### src/rtl/alu_pkg.sv
// Shared ALU definitions: default width, op codes (common with aluctrl), FSM and shift-kind encodings.
package alu_pkg;

  localparam int XLEN_DEF = 32;

  localparam logic [3:0] ALU_ADD  = 4'b0000;
  localparam logic [3:0] ALU_SUB  = 4'b1000;
  localparam logic [3:0] ALU_SLL  = 4'b0001;
  localparam logic [3:0] ALU_SLT  = 4'b0010;
  localparam logic [3:0] ALU_SLTU = 4'b0011;
  localparam logic [3:0] ALU_XOR  = 4'b0100;
  localparam logic [3:0] ALU_SRL  = 4'b0101;
  localparam logic [3:0] ALU_SRA  = 4'b1101;
  localparam logic [3:0] ALU_OR   = 4'b0110;
  localparam logic [3:0] ALU_AND  = 4'b0111;

  typedef enum logic {
    ST_IDLE  = 1'b0,
    ST_SHIFT = 1'b1
  } alu_state_e;

  typedef enum logic [1:0] {
    SH_LEFT        = 2'd0,
    SH_RIGHT_LOG   = 2'd1,
    SH_RIGHT_ARITH = 2'd2
  } shift_kind_e;

  function automatic logic is_shift(input logic [3:0] op);
    return (op == ALU_SLL) || (op == ALU_SRL) || (op == ALU_SRA);
  endfunction

  function automatic shift_kind_e shift_kind(input logic [3:0] op);
    case (op)
      ALU_SRL: return SH_RIGHT_LOG;
      ALU_SRA: return SH_RIGHT_ARITH;
      default: return SH_LEFT;
    endcase
  endfunction

endpackage

### src/rtl/alu_shift_unit.sv
// Serial 1-bit/cycle shifter: loads the source and amount, steps one position per cycle on request.
// last_o flags the final step so the caller can decide whether to take it or hold.
module alu_shift_unit
  import alu_pkg::*;
#(
  parameter  int XLEN = XLEN_DEF,
  localparam int SHW  = $clog2(XLEN)
) (
  input  logic            clk_i,
  input  logic            rstn_i,
  input  logic            load_i,
  input  logic            step_i,
  input  logic            clear_i,
  input  shift_kind_e     kind_i,
  input  logic [XLEN-1:0] src_i,
  input  logic [SHW-1:0]  shamt_i,
  output logic [XLEN-1:0] step_val_o,
  output logic            last_o
);

  logic [XLEN-1:0] acc_q, acc_d;
  logic [SHW-1:0]  count_q, count_d;
  shift_kind_e     kind_q, kind_d;

  always_comb begin
    case (kind_q)
      SH_LEFT:      step_val_o = {acc_q[XLEN-2:0], 1'b0};
      SH_RIGHT_LOG: step_val_o = {1'b0, acc_q[XLEN-1:1]};
      default:      step_val_o = {acc_q[XLEN-1], acc_q[XLEN-1:1]};
    endcase
  end

  assign last_o = (count_q == SHW'(1));

  // NOTE: every output of this block is given a default first, so no path leaves
  // a variable unassigned and no latch is inferred.
  always_comb begin
    acc_d   = acc_q;
    count_d = count_q;
    kind_d  = kind_q;
    if (clear_i) begin
      count_d = '0;
    end else if (load_i) begin
      acc_d   = src_i;
      count_d = shamt_i;
      kind_d  = kind_i;
    end else if (step_i) begin
      acc_d   = step_val_o;
      count_d = count_q - SHW'(1);
    end
  end

  // NOTE: state registers use non-blocking assignments so every flop samples the
  // pre-edge values; the accumulator is reset too so reset leaves no stale shift.
  always_ff @(posedge clk_i or negedge rstn_i) begin
    if (!rstn_i) begin
      acc_q   <= '0;
      count_q <= '0;
      kind_q  <= SH_LEFT;
    end else begin
      acc_q   <= acc_d;
      count_q <= count_d;
      kind_q  <= kind_d;
    end
  end

endmodule

### src/rtl/alu_exec.sv
// Execute-stage ALU with valid/ready on both sides and a one-entry registered result slot.
// Define ALU_EXEC_BARREL_SHIFT_EN for single-cycle barrel shifts; default is the serial shifter.
module alu_exec
  import alu_pkg::*;
#(
  parameter  int XLEN = XLEN_DEF,
  localparam int SHW  = $clog2(XLEN)
) (
  input  logic            clk_i,
  input  logic            rstn_i,
  input  logic            valid_i,
  output logic            ready_o,
  input  logic [3:0]      aluctrl_ctrl_i,
  input  logic [XLEN-1:0] op_a_i,
  input  logic [XLEN-1:0] op_b_i,
  input  logic            flush_i,
  output logic            valid_o,
  input  logic            ready_i,
  output logic [XLEN-1:0] result_o,
  output logic            zero_o
);

  logic            slot_free;
  logic            accept;
  logic            wr_en;
  logic [XLEN-1:0] wr_data;
  logic [XLEN-1:0] alu_res;
  logic [SHW-1:0]  shamt;

  logic            valid_q, valid_d;
  logic            zero_q, zero_d;
  logic [XLEN-1:0] result_q, result_d;

  assign shamt     = op_b_i[SHW-1:0];
  assign slot_free = !valid_q || ready_i;
  assign accept    = valid_i && ready_o;

  // Single-cycle datapath; in the serial build shift codes only reach here with shamt == 0.
  always_comb begin
    alu_res = '0;
    case (aluctrl_ctrl_i)
      ALU_ADD:  alu_res = op_a_i + op_b_i;
      ALU_SUB:  alu_res = op_a_i - op_b_i;
      ALU_SLT:  alu_res = {{(XLEN-1){1'b0}}, ($signed(op_a_i) < $signed(op_b_i))};
      ALU_SLTU: alu_res = {{(XLEN-1){1'b0}}, (op_a_i < op_b_i)};
      ALU_XOR:  alu_res = op_a_i ^ op_b_i;
      ALU_OR:   alu_res = op_a_i | op_b_i;
      ALU_AND:  alu_res = op_a_i & op_b_i;
`ifdef ALU_EXEC_BARREL_SHIFT_EN
      ALU_SLL:  alu_res = op_a_i << shamt;
      ALU_SRL:  alu_res = op_a_i >> shamt;
      ALU_SRA:  alu_res = XLEN'($signed(op_a_i) >>> shamt);
`else
      ALU_SLL, ALU_SRL, ALU_SRA: alu_res = op_a_i;
`endif
      default:  alu_res = '0;
    endcase
  end

`ifdef ALU_EXEC_BARREL_SHIFT_EN

  assign ready_o = slot_free && !flush_i;

  always_comb begin
    wr_en   = accept;
    wr_data = alu_res;
  end

`else

  alu_state_e      state_q, state_d;
  logic            sh_load;
  logic            sh_step;
  logic            sh_last;
  logic [XLEN-1:0] sh_val;

  assign ready_o = (state_q == ST_IDLE) && slot_free && !flush_i;

  always_comb begin
    state_d = state_q;
    wr_en   = 1'b0;
    wr_data = alu_res;
    sh_load = 1'b0;
    sh_step = 1'b0;
    if (flush_i) begin
      state_d = ST_IDLE;
    end else begin
      case (state_q)
        ST_IDLE: begin
          if (accept) begin
            if (is_shift(aluctrl_ctrl_i) && (shamt != '0)) begin
              sh_load = 1'b1;
              state_d = ST_SHIFT;
            end else begin
              wr_en = 1'b1;
            end
          end
        end
        ST_SHIFT: begin
          // The final step is taken only when the slot can accept it; otherwise hold at count 1.
          if (!sh_last) begin
            sh_step = 1'b1;
          end else if (slot_free) begin
            sh_step = 1'b1;
            wr_en   = 1'b1;
            wr_data = sh_val;
            state_d = ST_IDLE;
          end
        end
        default: state_d = ST_IDLE;
      endcase
    end
  end

  always_ff @(posedge clk_i or negedge rstn_i) begin
    if (!rstn_i) state_q <= ST_IDLE;
    else         state_q <= state_d;
  end

  alu_shift_unit #(.XLEN(XLEN)) u_shift (
    .clk_i      (clk_i),
    .rstn_i     (rstn_i),
    .load_i     (sh_load),
    .step_i     (sh_step),
    .clear_i    (flush_i),
    .kind_i     (shift_kind(aluctrl_ctrl_i)),
    .src_i      (op_a_i),
    .shamt_i    (shamt),
    .step_val_o (sh_val),
    .last_o     (sh_last)
  );

`endif

  // Output slot: a write wins over a drain, so back-to-back ops keep valid_o high.
  always_comb begin
    valid_d  = valid_q;
    result_d = result_q;
    zero_d   = zero_q;
    if (flush_i) begin
      valid_d = 1'b0;
    end else if (wr_en) begin
      valid_d  = 1'b1;
      result_d = wr_data;
      zero_d   = (wr_data == '0);
    end else if (valid_q && ready_i) begin
      valid_d = 1'b0;
    end
  end

  always_ff @(posedge clk_i or negedge rstn_i) begin
    if (!rstn_i) begin
      valid_q  <= 1'b0;
      result_q <= '0;
      zero_q   <= 1'b0;
    end else begin
      valid_q  <= valid_d;
      result_q <= result_d;
      zero_q   <= zero_d;
    end
  end

  assign valid_o  = valid_q;
  assign result_o = result_q;
  assign zero_o   = zero_q;

endmodule
### config.mk
export PLATFORM = sky130hd
export DESIGN_NAME = alu_exec
export DESIGN_NICKNAME = d
export VERILOG_FILES = /design/src/rtl/alu_pkg.sv /design/src/rtl/alu_shift_unit.sv /design/src/rtl/alu_exec.sv
export SDC_FILE = /design/constraint.sdc
export NUM_CORES = 1
export LEC_CHECK = 0
export CAP_MARGIN = 20
export CELL_PAD_IN_SITES_DETAIL_PLACEMENT = 1
export CELL_PAD_IN_SITES_GLOBAL_PLACEMENT = 2
export CORE_AREA = 2 2 167 169
export CTS_BUF_LIST = sky130_fd_sc_hd__clkbuf_16
export DETAILED_ROUTE_END_ITERATION = 6
export DIE_AREA = 0 0 169 171
export PLACE_DENSITY = 0.92
export SYNTH_ARGS = -nofsm -noshare
export SYNTH_HDL_FRONTEND = slang
export SYNTH_SLANG_ARGS = --single-unit
### constraint.sdc
create_clock -name clk_i -period 10.51 [get_ports clk_i]
set_input_delay 3.153 -clock clk_i [delete_from_list [all_inputs] [get_ports clk_i]]
set_output_delay 3.153 -clock clk_i [all_outputs]
set_load 0.01 [all_outputs]
==> key figures <==
Yosys
  – EDFF count, synth: 0
  – Synth Flop Type: dfrtp_1
  – Top cell type's share of synthesized area: 19.3%
  – Yosys top cell by area: dfrtp_1
  – Sequential area share after synthesis: 19.3%
  – Post-Synthesis Cells: 1290
  – YS warnings: 0
  – Synthesized flop and latch total: 74
  – Post-synth cell types: 79
  – Largest cells by area after synthesis: dfrtp_1 19%, ha_1 14%, nor2_1 6.0%
  – Post-synth ARST share: 100%
  – Cell Area, Synth: 0.00959 mm²
  – Mapped Nets: 1470
  – Post-Syn Area per Cell: 7.43 µm²

Global route
  – First-pass GRT wire length: 64.3 mm
  – Overall Global Routing Usage: 28.5%
  – Antenna violations before repair: 0
  – Largest net degree at the start of global routing: 75
  – GRT Residual Overflow: 0
  – Vias in the first global route: 10.8k

Place
  – Gpl congestion: 0.967
  – DP Worst Slack: 2.61 ns
  – Port-buffer cells: 107
  – Dpl hpwl: 30.6 mm
  – DP Area: 0.0109 mm²

STA
  – RSZ-0062 raised after global routing: false
  – Final Hold Viols: 0
  – Tmin final: 7.80 ns
  – Fin crit share: 74.3%
  – Setup WS post-layout: 2.71 ns
  – TNS Setup: 0 ns
  – Achievable clock frequency: 0.128 GHz
  – Clk_skew: 0.0136 ns
  – Slew HR: 25.0%
  – Slew Limit Fails: 0
  – Slew @ Worst Pin: 1.12 ns
  – Final setup viols: 0

Critical path
  – Slowest cell on the critical path: clkdlybuf4s50_1
  – Critical Path RT: 7.36 ns
  – Crit-path most repeated cell: clkdlybuf4s50_1
  – Setup CP Type: in -> out
  – CP top delay family: buffers and inverters
  – Worst r2r path cells: 14
  – CP bufs+invs: 2
  – Arrival time worst endpoint: 4.65 ns
  – CP max stage delay: 0.60 ns
  – Critical path depth: 3
  – CP startpoint kind: primary input
  – Ordered list of cells on the worst path: clkdlybuf4s50_1 -> nor3_1 -> clkdlybuf4s50_1
  – CP Capture Type: output pin
  – CP Max Fanout: 8

Routing
  – Avg WL per Cell: 24.5 µm
  – Drt drc: 0
  – Drt first pass iters: 6
  – Vias: 10.8k
  – Final antenna-violating net count: 0
  – Total length of routed wires: 41.3 mm
  – Initial drt markers: 1024
  – Via/cell ratio: 6.42

Clocking
  – Post CTS Setup Buffer Count: 0
  – Sink Count: 74
  – Clk Latency, worst-skew pair: 0.36 ns
  – CTS tree: yes
  – Longest Clk Path Bufs: 2
  – CTS H-tree lvls: 3
  – Root buffer cell: clkbuf_16
  – Worst-path clk slew: 0.06 ns
  – # resized after CTS: 0
  – CTS Buf Count: 9
  – Hold-fix buffers, CTS: 0

Power and ir drop
  – Worst vdd ir: 0.103 mV
  – Seq pwr share: 29.3%
  – Total power draw: 1.49 mW
  – Power Density: 132 mW/mm²
  – Pint: 0.857 mW
  – Clock network power share: 24.4%
  – Leak: 4.81 nW
  – Combinational power share: 46.3%
  – Sw Ratio: 42.3%
  – Sw power: 0.629 mW

Floorplan
  – Die area: 0.0289 mm²
  – # IOs: 108
  – Die Width: 169 µm
  – Row cnt: 61
  – Core ar.: 0.0273 mm²
  – Die Y: 171 µm
  – Initial core utilization: 35.1%

Finish
  – Most common cell after layout, fill and taps aside: nor2_1
  – Nets@finish: 1514
  – Multi-input gate area: 0.00704 mm²
  – Seq. cell area: 0.00185 mm²
  – Diode count: 0
  – Share of cells above drive strength 1: 5.15%
  – Area delta synth->final: 17.1%
  – Commonest non-fill, non-tap cells in the layout: 151 x nor2_1, 108 x nand2_1, 105 x ha_1, 105 x clkdlybuf4s50_1, 101 x inv_1
  – Final instance area: 0.0112 mm²
  – Fill cells: 3374

Worst hold path
  – Hold Path Cell Cnt: 2
  – Hold Path Class: reg -> reg

Flow run
  – Max Cap Viol: 0

Outcome
  – Status: completed
-- worst reg2reg max path, cell delays in order, from the launching register on --
cell      delay [ns]
dfrtp_1         0.40
inv_1           0.09
ha_1            0.13
or4b_1          0.50
or3_1           0.34
buf_4           0.31
nand2_1         0.44
buf_4           0.41
a311o_1         0.21
o221ai_1        0.25
nor4_1          0.47
nand4_1         0.21
nor4_1          0.35
nand4_1         0.16
o41ai_2         0.30
-- registers in the layout, summed over array words and instances (netlist names) --
name	cells
result_o	32
u_shift.acc_q	32
u_shift.count_q	5
u_shift.kind_q	2
state_q	1
valid_o	1
zero_o	1
-- power groups by stage --
stage | combinational [mW] | clock [mW] | sequential, mW
finish | 0.688 | 0.363 | 0.435
global route | 0.743 | 0.374 | 0.443
CTS | 0.676 | 0.360 | 0.432
detailed placement | 0.671 | 0 | 0.436
global placement | 0.659 | 0 | 0.433
floorplan | 0.413 | 0 | 0.423
-- logic make-up after synthesis --
logic type                 Yosys count  synth area share (%)
AOI/OAI and AO/OA                  439                  32.5
xor gates and xnor gates            16                  1.46
adders and majority gates          107                  14.1
buffers and inverters              190                  7.68
DFF                                 74                  19.3
muxes                               45                  4.76
and+or+nand+nor                    419                  20.2
-- area by class of cell --
type / instances / area share (%)
Multi-Input combinational cell: 1026 / 62.7
Sequential cell: 74 / 16.5
Timing Repair Buffer: 122 / 10.7
Tap cell: 346 / 3.86
Inverter: 101 / 3.38
Clock buffer: 9 / 2.01
Clock inverter: 7 / 0.891
-- synth_stat cells (25+ instances only) --
master    number
nor2_1       154
nand2_1      108
ha_1         105
inv_1        101
a21oi_1       91
o21ai_0       89
dfrtp_1       74
clkbuf_1      70
mux2i_1       40
a221o_1       37
nand3_1       27
nor3_1        25
-- metrics by stage --
stage / cells / hold slack [ns] / utilization [%]
detailed placement: 1668 / 0.468 / 39.8
global route: 1685 / 0.504 / 41.1
CTS: 1684 / 0.484 / 41.0
global placement: 1668 / 0.449 / 39.8
finish: 1685 / 0.478 / 41.1
floorplan: 1290 / 0.478 / -
-- worst paths after layout --
path | start | to | slack, ns
worst max-delay path | flush_i | ready_o | 2.71
worst min-delay path | result_o[20]$_DFFE_PN0P_ | result_o[20]$_DFFE_PN0P_ | 0.48
worst max register to register | u_shift.count_q[1]$_DFFE_PN0P_ | zero_o$_DFFE_PN0P_ | 5.86
worst min register to register | result_o[20]$_DFFE_PN0P_ | result_o[20]$_DFFE_PN0P_ | 0.48
max in group asynchronous | rstn_i | u_shift.acc_q[28]$_DFFE_PN0P_ | 6.90
min in group asynchronous | rstn_i | result_o[2]$_DFFE_PN0P_ | 2.97
-- routing by layer --
metal / global-route usage (%) / vias to the layer above / wire length, µm
met5: 0 / - / 0
met4: 9.10 / 0 / 1140
met3: 3.63 / 85 / 3200
met1: 40.1 / 5388 / 18500
li1: - / 4816 / -
met2: 45.1 / 522 / 18500
No activity file was read; power rests on OpenSTA's default activity.
